**config.mk**
```make
export PLATFORM = sky130hd
export DESIGN_NAME = gate_sweep_ctrl
export DESIGN_NICKNAME = d
export VERILOG_FILES = /design/src/rtl/gate_sweep_ctrl.sv
export SDC_FILE = /design/constraint.sdc
export NUM_CORES = 1
export LEC_CHECK = 0
export ABC_CLOCK_PERIOD_IN_PS = 2400
export CORE_MARGIN = 2
export CORE_UTILIZATION = 52
export DETAILED_ROUTE_END_ITERATION = 10
export MAX_ROUTING_LAYER = met4
export PLACE_DENSITY = 0.9
export SLEW_MARGIN = 20
export SYNTH_ARGS = -nofsm -noshare
export SYNTH_HDL_FRONTEND = slang
export SYNTH_SLANG_ARGS = --single-unit
export TNS_END_PERCENT = 100
```
**constraint.sdc**
```tcl
create_clock -name i_clk -period 2.4 [get_ports i_clk]
set_clock_uncertainty 0.05 [all_clocks]
set_input_delay 0.72 -clock i_clk [delete_from_list [all_inputs] [get_ports i_clk]]
set_output_delay 0.72 -clock i_clk [all_outputs]
set_load 0.05 [all_outputs]
```
**src/rtl/gate_sweep_ctrl.sv**
```systemverilog
// Self-test sequencer for a 2-input NAND/NOR cell: sweeps a/b through 00..11,
// captures t0/t1 truth tables and compares them against expected tables.
module gate_sweep_ctrl #(
   parameter int unsigned DWELL  = 20,
   parameter logic [3:0]  EXP_T0 = 4'b0111,
   parameter logic [3:0]  EXP_T1 = 4'b0001
) (
   input  logic       i_clk,
   input  logic       i_rst,
   input  logic       i_start,
   input  logic       i_abort,
   input  logic       i_t0,
   input  logic       i_t1,
   output logic       o_a,
   output logic       o_b,
   output logic       o_busy,
   output logic       o_done,
   output logic       o_pass,
   output logic [3:0] o_tt0,
   output logic [3:0] o_tt1,
   output logic [3:0] o_err_mask
);

   localparam int CW = (DWELL > 1) ? $clog2(DWELL) : 1;
   localparam logic [CW-1:0] CNT_LAST = CW'(DWELL - 1);

   typedef enum logic [1:0] {
      S_IDLE,
      S_DRIVE,
      S_DONE
   } state_t;

   state_t          r_state;
   state_t          w_next;
   logic [CW-1:0]   r_cnt;
   logic [1:0]      r_idx;
   logic            r_a;
   logic            r_b;
   logic            r_pass;
   logic [3:0]      r_tt0;
   logic [3:0]      r_tt1;
   logic [3:0]      r_err;
   logic            w_accept;
   logic            w_sample;
   logic [3:0]      w_tt0;
   logic [3:0]      w_tt1;
   logic [3:0]      w_err;

   assign w_accept = (r_state == S_IDLE) & i_start & ~i_abort;
   assign w_sample = (r_state == S_DRIVE) & ~i_abort & (r_cnt == CNT_LAST);

   // Tables including the sample taken this cycle, so the final
   // comparison sees bit 3 before it is written back.
   always_comb begin
      w_tt0        = r_tt0;
      w_tt1        = r_tt1;
      w_tt0[r_idx] = i_t0;
      w_tt1[r_idx] = i_t1;
      w_err        = (w_tt0 ^ EXP_T0) | (w_tt1 ^ EXP_T1);
   end

   always_ff @(posedge i_clk) begin
      if (i_rst) r_state <= S_IDLE;
      else       r_state <= w_next;
   end

   always_comb begin
      w_next = r_state;
      o_busy = 1'b0;
      o_done = 1'b0;
      unique case (r_state)
         S_IDLE: begin
            if (w_accept) w_next = S_DRIVE;
         end
         S_DRIVE: begin
            o_busy = 1'b1;
            if (i_abort)                       w_next = S_IDLE;
            else if (w_sample && r_idx == 2'd3) w_next = S_DONE;
         end
         S_DONE: begin
            o_done = 1'b1;
            w_next = S_IDLE;
         end
         default: w_next = S_IDLE;
      endcase
   end

   always_ff @(posedge i_clk) begin
      if (i_rst) begin
         r_cnt  <= '0;
         r_idx  <= 2'd0;
         r_a    <= 1'b0;
         r_b    <= 1'b0;
         r_pass <= 1'b0;
         r_tt0  <= 4'd0;
         r_tt1  <= 4'd0;
         r_err  <= 4'd0;
      end else if (w_accept) begin
         r_cnt  <= '0;
         r_idx  <= 2'd0;
         r_a    <= 1'b0;
         r_b    <= 1'b0;
         r_pass <= 1'b0;
         r_tt0  <= 4'd0;
         r_tt1  <= 4'd0;
         r_err  <= 4'd0;
      end else if (r_state == S_DRIVE) begin
         if (i_abort) begin
            r_cnt <= '0;
            r_idx <= 2'd0;
            r_a   <= 1'b0;
            r_b   <= 1'b0;
         end else if (w_sample) begin
            r_cnt <= '0;
            r_tt0 <= w_tt0;
            r_tt1 <= w_tt1;
            if (r_idx == 2'd3) begin
               r_idx  <= 2'd0;
               r_a    <= 1'b0;
               r_b    <= 1'b0;
               r_err  <= w_err;
               r_pass <= (w_err == 4'd0);
            end else begin
               r_idx      <= r_idx + 2'd1;
               {r_a, r_b} <= r_idx + 2'd1;
            end
         end else begin
            r_cnt <= r_cnt + 1'b1;
         end
      end
   end

   assign o_a        = r_a;
   assign o_b        = r_b;
   assign o_pass     = r_pass;
   assign o_tt0      = r_tt0;
   assign o_tt1      = r_tt1;
   assign o_err_mask = r_err;

endmodule
```
Word-level counts from Yosys, hierarchy flattened. Index checks and enable logic that the tools add are counted.

Register bits: 24.

Order comparisons: 2. Reduce and logical (&&, ||, !) cells: 10. Mux-type cells: 21. Add/subtract/negate cells: 2. Equal/unequal tests: 6. Bitwise gates (word level): 8.

Operators with widths (count): $mux W2 (6); $mux W5 (2); $mux W1 (9); $bwmux W4 (2); $add A5 B1 Y5 const B (1); $eq A5 B5 Y1 const B (1); $and A1 B1 Y1 (4); $eq A2 B2 Y1 const B (2); $logic_not A4 Y1 (1); $or A4 B4 Y4 (1); $pmux W2 S2 (1); $reduce_and A2 Y1 (2); $reduce_and A4 Y1 (1); $lt A2 B3 Y1 const B (1); $ne A3 B3 Y1 const B (1); $not A3 Y3 (1); $reduce_and A3 Y1 (1); $add A2 B1 Y2 const B (1); $demux W1 S2 (1); $eq A2 B1 Y1 const B (1); $ge A2 B1 Y1 const B (1); $logic_and A1 B1 Y1 (2); $logic_not A2 Y1 (1); $ne A2 B2 Y1 const B (1); 3 further kinds (4).

Logic depth before layout (Yosys ltp). Gate-level depths: netlist of the first run.

Depth in word-level cells: 8. Gate-level depth with buffers: 7.

Worst setup path before layout of the first run. OpenSTA, ideal clock, no wires.

Path kind: reg2out. Start point: register r_state[1]. End point: output o_done. Stages on the path, launching flop included: 2. Slack: 0.456 ns. Arrival time: 1.174 ns. Cell sequence: dfxtp_1 -> nor2b_1.

Word-level cells in the longest chain between the ends: 2.

Ends and longest elaborated chain: from (decl) (RTL line 33) `state_t r_state;`; from (signal assigned) (RTL line 64) `else r_state <= w_next;`; $eq A2 B2 Y1 (RTL line 71) `unique case (r_state)`; $mux W1 (RTL line 71); to (decl) (RTL line 17) `output logic o_done,`.

Every way passes these cells.

==> reports/metrics.yaml, run 1 <==
timing:
  timing.max_slew.rel_slack_pct: 65.9
  period_needed_ns: 2.34
  final_hold_viol_count: 0
  tightestPinTransition_ns: 0.509
  rsz0062_at_grt: "no"
  final_max_slew_viol_count: 0
  final.period_utilization_pct: 97.6
  totalNegativeSetupSlack_ns: 0
  setup_violation_total_in_the_final_timing_report: 0
  achievable_frequency_mhz: 427
cells_and_area:
  drive_gt1_share_pct: 11.3
  n_antenna_cell: 0
  final_nets: 153
  finish.instance_area_um2: 1360
  flow.area_growth_from_synthesis_pct: 29.0
  layout.cells.most_common: "dfxtp_1"
  layout_common_cells: "dfxtp_1, clkdlybuf4s50_1, nor2_1, nand2_1, mux2i_1"
cts:
  postCtsSetupRepairBufs: 0
  cts.htree.levels: 1
  cts.repair.resized: 0
  clock_insertion_delay_worst_skew_ns: 0.31
  cts_max_path_buffers: 2
  cts_root_buf: "clkbuf_4"
  clock_sink_count: 22
  post_cts_hold_buffer_count: 0
  cts_tree: "done"
  cts_inserted_buffers: 3
  clock_edge_transition_at_the_registers_on_the_reported_setup_and_hold_paths_ns: 0.12
detailed_routing:
  m1WireLength_um: 949
  detail_route.drc_violations: 0
  total_via_count_in_the_routed_design: 912
  met3_wirelength_um: 101
  post_drt_via_cell_ratio: 5.43
  top_layer_used: "met4"
  drt_pass1_iterations: 4
  met2WireLength_mm: 1.21
  antenna_violating_nets_post_route: 0
  post_drt_wl_per_cell_um: 13.9
  routed_wl_mm: 2.33
  dr.first_iter.drc_count: 13
power_and_ir_drop:
  max-vdd-ir-drop_uv: 392
  p_leak_uw: 0.000524
  power.density_cell_area_nw_per_um2: 515
run_status:
  outcome: "finished clean"
setup_path:
  cp_slowest_cell: "clkdlybuf4s50_1"
  r2r_start: "r_cnt[0]$_SDFFE_PP0N_"
  path_max_fanout: 5
  max_stage_delay_ns: 0.83
  worst-path-buf-inv: 1
  worstReg2RegEnd: "r_idx[0]$_SDFFE_PP0P_"
  critPathKind: "flop to output port"
  crit_path_cell_trace: "clkdlybuf4s50_1"
  timing.reg2reg.worst_path_depth: 6
  worstPathArrival_ns: 1.57
  startpoint_type: "flop"
  worst-endpoint-required_ns: 1.63
  ff2ff_setup_slack_ns: 0.55
  cp_top_family: "buffers and inverters"
  endpoint_kind: "output port"
yosys:
  synth_compound_gate_area_share_pct: 9.23
  synth_top_family_by_area: "simple AND/OR/NAND/NOR gates"
  warnings_synthesis: 0
  synth-adder-area-share_pct: 5.92
  yosys.cell_types.count: 31
  post-synth-top-area-fraction_pct: 41.7
  post_synthesis_share_of_cell_area_spent_on_and_or_nand_and_nor_gates_pct: 27.8
  synth_largest_area_cell: "dfxtp_1"
  muxShareOfSynthArea_pct: 7.57
  synth.cell_area_um2: 1060
  syn_inst: 117
  synth-seq-cells: 22
  ys_top_cells_by_area: "dfxtp_1, mux2i_1, nor2_1"
  synth_fp_nets: 128
  syn_avg_cell_area_um2: 9.04
  synth-xor-area-share_pct: 2.49
  synth_seq_area_share_pct: 41.7
global_route:
  grt-ovfl-total: 0
  grt_first_pass_wirelength_mm: 4.20
  antenna_violations_before_repair: 0
  grt_start_max_net_pins: 18
  track_usage_pct: 23.3
  grt_pass1_vias: 955
die:
  start_util_pct: 54.4
  placement_rows: 16
  core_area_um2: 1940
  die-area_um2: 2410
  chipHeight_um: 49.1
  die_width_um: 49.1
  design.portCount: 23
placed_design:
  dpl-instance-area_um2: 1310
  place.detailed.hpwl_mm: 1.73
  finalWeightedCongestion: 0.814
  port_buffers: 22
min_path:
  hold_path_depth: 2
  hold_path_startpoint: "o_err_mask[1]$_SDFFE_PP0P_"
  hold_path.class: "flop to flop"
  hold_end: "o_err_mask[1]$_SDFFE_PP0P_"
job:
  number_of_max_cap_violations: 0
-- tightest hold or removal path, delay by kind of cell, from the launching register on --
family	cells	cell delay, ns
flip-flops	1	0.33
AND/OR/NAND/NOR	1	0.05
AO/OA/AOI/OAI	1	0.05
-- cell usage after synthesis, drive strengths merged --
cell type	number
mux2i	8
nand2	10
dfxtp	22
ha	5
nor4	2
nand2b	2
nor3	4
inv	5
or4	1
or2b	1
and3	1
o31ai	1
clkbuf	3
a311o	1
a21o	1
nor2	18
o21ai	2
a21oi	6
nor2b	3
and4bb	1
nand4	3
o32ai	1
buf	3
xor2	3
o211ai	2
nor3b	2
nand3	6
-- how the worst max path moves through the flow --
stage                                  from                    endpoint  slack (ns)  depth (start not counted)
floorplan           r_state[1]$_SDFFE_PP0P_                      o_done        0.46                          1
global placement                    i_abort  o_err_mask[0]$_SDFFE_PP0P_        0.11                          6
detailed placement                  i_abort  o_err_mask[0]$_SDFFE_PP0P_         0.1                          6
CTS                   r_idx[0]$_SDFFE_PP0P_                         o_b        0.04                          1
global route          r_idx[0]$_SDFFE_PP0P_                         o_b       0.004                          1
finish                r_idx[0]$_SDFFE_PP0P_                         o_b        0.06                          1
-- routing by layer --
metal  global-route usage (%)  up-vias
li1                         -      451
met1                     24.9      427
met2                     39.2       27
met3                     4.91        7
met4                     14.3        0
met5                        -        -
-- power breakdown --
group | internal [uW] | switching (uW)
logic | 21.6 | 27.6
clock network | 169 | 116
registers | 366 | 2.08
total | 557 | 146
-- layout make-up --
type | instances | area, um2
Clock buffer | 3 | 22.5
Clock inverter | 1 | 30.0
Fill cell | 166 | 578
Inverter | 5 | 18.8
Multi-Input combinational cell | 84 | 561
Sequential cell | 22 | 440
Tap cell | 27 | 33.8
Timing Repair Buffer | 26 | 258
-- state kept, by name (all words and copies together), names as in the netlist --
register / count
o_tt1: 4
r_cnt: 5
o_pass: 1
o_err_mask: 4
o_tt0: 4
r_idx: 2
r_state: 2
-- metrics by stage --
| step | power, uW | setup slack [ns] | instances | utilization [%] | hold slack (ns) |
|---|---|---|---|---|---|
| finish | 703 | 0.0575 | 168 | 70.2 | 0.417 |
| global route | 732 | 0.00387 | 168 | 70.2 | 0.449 |
| CTS | 711 | 0.0407 | 168 | 70.2 | 0.420 |
| detailed placement | 425 | 0.0953 | 164 | 67.5 | 0.399 |
| global placement | 423 | 0.109 | 164 | 67.5 | 0.399 |
| floorplan | 403 | 0.456 | 117 | - | 0.396 |
-- kinds of logic after synthesis --
kind of cell / after synthesis
multiplexers: 8
adder cells (fa/ha/maj): 5
AND/OR/NAND/NOR: 54
flip-flops: 22
XOR/XNOR: 3
AO/OA/AOI/OAI: 14
buffers and inverters: 11
No activity file was read; power rests on OpenSTA's default activity.
==> inputs of run 2 (changes only) <==
- ABC_AREA: default -> 1
- CORE_UTILIZATION: 52 -> 54
- PLACE_DENSITY: 0.9 -> 0.91
==> reports/metrics.yaml, run 2 <==
run_status:
  outcome: "finished clean"
timing:
  totalNegativeSetupSlack_ns: 0
  timing.max_slew.rel_slack_pct: 66.7
  final_hold_viol_count: 0
  final.period_utilization_pct: 95.5
  final_max_slew_viol_count: 0
  fin_hold_ws_ns: 0.422
  rsz0062_at_grt: "no"
  worst_slack_ns: 0.109
  tightestPinTransition_ns: 0.498
  setup_violation_total_in_the_final_timing_report: 0
  achievable_frequency_mhz: 437
  period_needed_ns: 2.29
placed_design:
  place.detailed.hpwl_mm: 1.80
  port_buffers: 22
  pre_cts_slack_ns: 0.291
  finalWeightedCongestion: 0.857
yosys:
  yosys-top-cells-count: "nand2_1, dfxtp_1, inv_1"
  syn_inst: 158
  ys_top_cells_by_area: "dfxtp_1, nand2_1, inv_1"
  syn_avg_cell_area_um2: 7.22
  synth.cell_area_um2: 1140
  ys_async_sr_fraction_pct: 0
  post-synth-top-count-cell: "nand2_1"
  synth_seq_area_share_pct: 38.6
  synth_largest_area_cell: "dfxtp_1"
  synth-seq-cells: 22
  yosys.cell_types.count: 23
  dominantRegCellSynth: "dfxtp_1"
  warnings_synthesis: 0
  synth-edff-count: 0
  post-synth-top-area-fraction_pct: 38.6
  synth_fp_nets: 169
setup_path:
  critPathKind: "flop to output port"
  worst-path-buf-inv: 1
  crit_path_cell_trace: "clkdlybuf4s50_1"
  endpoint_kind: "output port"
  max_stage_delay_ns: 0.82
  path_max_fanout: 4
  cp_slowest_cell: "clkdlybuf4s50_1"
  worstPathArrival_ns: 1.52
  worst-endpoint-required_ns: 1.63
  startpoint_type: "flop"
  cp_top_family: "buffers and inverters"
die:
  core_area_um2: 1980
  design.portCount: 23
  start_util_pct: 57.6
  die_width_um: 50.0
  die-area_um2: 2500
  placement_rows: 16
  chipHeight_um: 50.0
cts:
  cts_tree: "done"
  clock_insertion_delay_worst_skew_ns: 0.30
  cts_root_buf: "clkbuf_4"
  postCtsSetupRepairBufs: 0
  cts_max_path_buffers: 2
  post_cts_hold_buffer_count: 0
  clock_sink_count: 22
  cts_inserted_buffers: 3
  cts.repair.resized: 0
  clock_edge_transition_at_the_registers_on_the_reported_setup_and_hold_paths_ns: 0.11
  cts.htree.levels: 1
power_and_ir_drop:
  power.density_cell_area_nw_per_um2: 410
  max-vdd-ir-drop_uv: 317
  p_leak_uw: 0.000586
detailed_routing:
  detail_route.drc_violations: 0
  antenna_violating_nets_post_route: 0
  routed_wl_mm: 2.29
  total_via_count_in_the_routed_design: 1053
  post_drt_wl_per_cell_um: 11.0
  dr.first_iter.drc_count: 34
  post_drt_via_cell_ratio: 5.04
  drt_pass1_iterations: 7
global_route:
  grt_start_max_net_pins: 13
  grt-ovfl-total: 0
  track_usage_pct: 21.2
  antenna_violations_before_repair: 0
  grt_first_pass_wirelength_mm: 4.03
  grt_pass1_vias: 1031
cells_and_area:
  final_nets: 195
  layout_common_cells: "nand2_1, dfxtp_1, clkdlybuf4s50_1, inv_1, nor2_1"
  flow.area_growth_from_synthesis_pct: 23.0
  n_antenna_cell: 0
  drive_gt1_share_pct: 12.1
  layout.core_utilization_pct: 70.8
  largest_register_ffs: 5
  layout.cells.most_common: "nand2_1"
  largest_register: "r_cnt"
min_path:
  hold_path.class: "flop to flop"
job:
  number_of_max_cap_violations: 0
-- run 2: changes by cell type after synthesis, sizes merged, moves of 3 or more --
cell / change
nor2b: -3
clkbuf: -3
mux2i: -8
nor3: -3
nand2: +49
a21oi: +9
inv: +14
nand4: -3
nand3: +3
clkinv: +3
-- run 2: stage by stage --
stage          instance area, um2  std cells  total power, uW
6_report                     1400        209              575
5_1_grt                      1400        209              598
4_1_cts                      1400        209              580
3_5_place_dp                 1380        206              423
3_3_place_gp                 1380        206              423
2_1_floorplan                1140        158              405
-- run 2: area by class of cell --
type	instances	area [um2]
Inverter	22	90.1
Sequential cell	22	440
Clock buffer	3	22.5
Multi-Input combinational cell	112	594
Timing Repair Buffer	23	223
Tap cell	27	33.8
Fill cell	165	578
-- run 2: final timing paths --
path / startpoint / end / slack (ns) / cells after the start
min reg2reg: o_err_mask[3]$_SDFFE_PP0P_ / o_err_mask[3]$_SDFFE_PP0P_ / 0.42 / 2
min: o_err_mask[3]$_SDFFE_PP0P_ / o_err_mask[3]$_SDFFE_PP0P_ / 0.42 / 2
max: r_idx[0]$_SDFFE_PP0P_ / o_b / 0.11 / 1
max reg2reg: r_idx[0]$_SDFFE_PP0P_ / o_pass$_SDFFE_PP0P_ / 0.91 / 9
-- run 2: cell families (layout without fill, tap and decap cells) --
family	after synthesis	after routing	synth area share, %
buffers and inverters	24	48	9.32
XOR/XNOR	3	3	2.30
AND/OR/NAND/NOR	85	85	35.3
AO/OA/AOI/OAI	19	19	8.99
flip-flops	22	22	38.6
adder cells (fa/ha/maj)	5	5	5.48
-- run 2: metal layers --
layer	GRT usage, %	up-vias	part of all wire [%]
li1	-	537	-
met5	-	-	0
met4	9.72	0	1.7
met3	3.33	6	5.5
met2	36.4	40	48
met1	24.2	470	45
-- run 2: power by group --
part / switching [uW] / internal [uW]
Clock: 102 / 58.5
Combinational: 28.7 / 18.1
Sequential: 1.87 / 366
==> RTL change, RTL diff (config.mk and constraints of run 1) <==
Register the inputs `i_start`, `i_abort`, `i_t0` and `i_t1` before use, with the module's reset. The logic sees them one clock later.
--- a/src/rtl/gate_sweep_ctrl.sv
+++ b/src/rtl/gate_sweep_ctrl.sv
@@ -31,4 +31,23 @@
    } state_t;
 
+   logic i_start_q;
+   logic i_abort_q;
+   logic i_t0_q;
+   logic i_t1_q;
+
+   always_ff @(posedge i_clk) begin
+      if (i_rst) begin
+         i_start_q <= '0;
+         i_abort_q <= '0;
+         i_t0_q    <= '0;
+         i_t1_q    <= '0;
+      end else begin
+         i_start_q <= i_start;
+         i_abort_q <= i_abort;
+         i_t0_q    <= i_t0;
+         i_t1_q    <= i_t1;
+      end
+   end
+
    state_t          r_state;
    state_t          w_next;
@@ -47,6 +66,6 @@
    logic [3:0]      w_err;
 
-   assign w_accept = (r_state == S_IDLE) & i_start & ~i_abort;
-   assign w_sample = (r_state == S_DRIVE) & ~i_abort & (r_cnt == CNT_LAST);
+   assign w_accept = (r_state == S_IDLE) & i_start_q & ~i_abort_q;
+   assign w_sample = (r_state == S_DRIVE) & ~i_abort_q & (r_cnt == CNT_LAST);
 
    // Tables including the sample taken this cycle, so the final
@@ -55,6 +74,6 @@
       w_tt0        = r_tt0;
       w_tt1        = r_tt1;
-      w_tt0[r_idx] = i_t0;
-      w_tt1[r_idx] = i_t1;
+      w_tt0[r_idx] = i_t0_q;
+      w_tt1[r_idx] = i_t1_q;
       w_err        = (w_tt0 ^ EXP_T0) | (w_tt1 ^ EXP_T1);
    end
@@ -75,5 +94,5 @@
          S_DRIVE: begin
             o_busy = 1'b1;
-            if (i_abort)                       w_next = S_IDLE;
+            if (i_abort_q)                       w_next = S_IDLE;
             else if (w_sample && r_idx == 2'd3) w_next = S_DONE;
          end
@@ -106,5 +125,5 @@
          r_err  <= 4'd0;
       end else if (r_state == S_DRIVE) begin
-         if (i_abort) begin
+         if (i_abort_q) begin
             r_cnt <= '0;
             r_idx <= 2'd0;
Behaviour: not the same (Yosys sat finds a counterexample within 4 cycles, from zero or initial values and one cycle with i_rst high).
==> RTL change against run 1 <==
  * Register-to-register slack worse by 140 ps
  * Area after synthesis up 9.8%
  * Worst setup slack better by 24 ps
  * First-iteration DRC count up 85%
  * Sequential cell count up 4
  * Maximum frequency up 1.0%
  * Routed wire length up 4.5%
  * Design area up 6.1%
  * Sequential power up 21%
  * Total power up 1.9%
  * Critical endpoint is now o_tt0[2]
  * Largest cell class unchanged
==> RTL change: results <==
global_routing:
  grt_pass1_wl_um: 4180
  grt_usage_pct: 22.0
  grt_max_degree: 18
  first_global_vias: 916
  antenna_found_initial: 0
logic_synthesis:
  synth_fp_nets: 137
  synth_seq_area_share_pct: 44.8
  avgSynthCellArea_sq_um: 9.22
  synthArstFlopShare_pct: 0
  synth.top_cell.area_share_pct: 44.8
  synth_cell_types: 29
  yosysWarnings: 0
  synthTopCellsByCount: "26 x dfxtp_1, 15 x nor2_1, 10 x nand2_1, 8 x mux2i_1"
  synth_area_leaders: "dfxtp_1 45%, mux2i_1 6.9%, ha_1 5.4%"
clock_tree:
  cts_root_buffer: "clkbuf_4"
  clock_latency_ps: 330
  htree_levels: 1
  cts_resized: 0
  cts_buffers: 3
  clk_pin_slew_ps: 140
  cts_buffer_depth: 2
final_layout:
  post_route_cells_drive_above_1_share_pct: 8.78
  regMostFlops: "r_cnt"
  antennaDiodeCount: 0
  fill_cells: 178
  finalNetCount: 160
routing:
  vias_per_cell: 5.53
  firstDrtPassIters: 4
  wl_per_cell_um: 13.9
  vias: 974
  first_iter_violations: 24
power_and_ir_drop:
  p_leak_nw: 0.585
  power.switching_mw: 0.164
  irDropWorstVdd_v: 0.000310
timing:
  whs_ps: 422
  slew_violations: 0
  tightestPinTransition_ps: 512
setup_path:
  r2r_slack_ps: 410
  reg2reg_to: "r_cnt[2]"
  endpoint: "o_tt0[2]"
  arrival_ps: 1550
  cp_slowest_cell: "clkdlybuf4s50_1"
  startpoint: "o_tt0[2]"
  cpPeakStageDelay_ps: 830
  cp_max_fo: 3
status:
  outcome: "finished, final reports clean"
place:
  portBuffers: 22
  place_inst: 172
  routabilityCongestion: 0.803
  dp_hpwl_um: 1810
min_path:
  hold_end: "o_pass"
  hold_path.startpoint: "o_pass"
  min_path_type: "reg -> reg"
==> RTL change: metal layers <==
metal	share of wire (%)	global-route usage, %	vias to the layer above
li1	-	-	475
met1	41	26.2	456
met2	51	35.5	35
met3	4.5	3.51	8
met4	3.2	12.3	0
met5	0	-	-
==> RTL change: kinds of logic (layout without fill, tap and decap cells) <==
| logic type | Yosys count | after routing | share of synthesized area [%] |
|---|---|---|---|
| adder cells (fa/ha/maj) | 5 | 5 | 5.39 |
| AND/OR/NAND/NOR | 59 | 59 | 27.7 |
| XOR/XNOR | 3 | 3 | 2.26 |
| buffers and inverters | 10 | 32 | 4.52 |
| multiplexers | 8 | 8 | 6.90 |
| AO/OA/AOI/OAI | 15 | 15 | 8.41 |
| flip-flops | 26 | 26 | 44.8 |
==> RTL change: metrics by stage <==
step           instance area, sq um  worst slack, ps
3_5_place_dp                   1410              380
2_1_floorplan                  1160              477
6_report                       1450             81.1
5_1_grt                        1450             47.3
4_1_cts                        1440             33.0
3_3_place_gp                   1410              419
==> RTL change: power by group through the flow <==
stage	sequential (mW)	clock [mW]	combinational [mW]
6_report	0.446	0.225	0.0456
5_1_grt	0.447	0.244	0.0501
4_1_cts	0.446	0.230	0.0456
3_5_place_dp	0.455	0	0.0455
3_3_place_gp	0.455	0	0.0435
2_1_floorplan	0.450	0	0.0318
==> RTL change: area by class of cell <==
| cell class | count | area share, % |
|---|---|---|
| Multi-Input combinational cell | 90 | 40.7 |
| Sequential cell | 26 | 36.0 |
| Timing Repair Buffer | 25 | 17.6 |
| Clock buffer | 4 | 2.51 |
| Tap cell | 28 | 2.42 |
| Inverter | 3 | 0.779 |
==> RTL change: worst register-to-register path: stages, from the launching register on <==
cell	delay [ps]
dfxtp_1	410
ha_1	210
nor4bb_1	380
buf_4	250
o21ai_0	100
a21oi_1	380
nor3_1	100
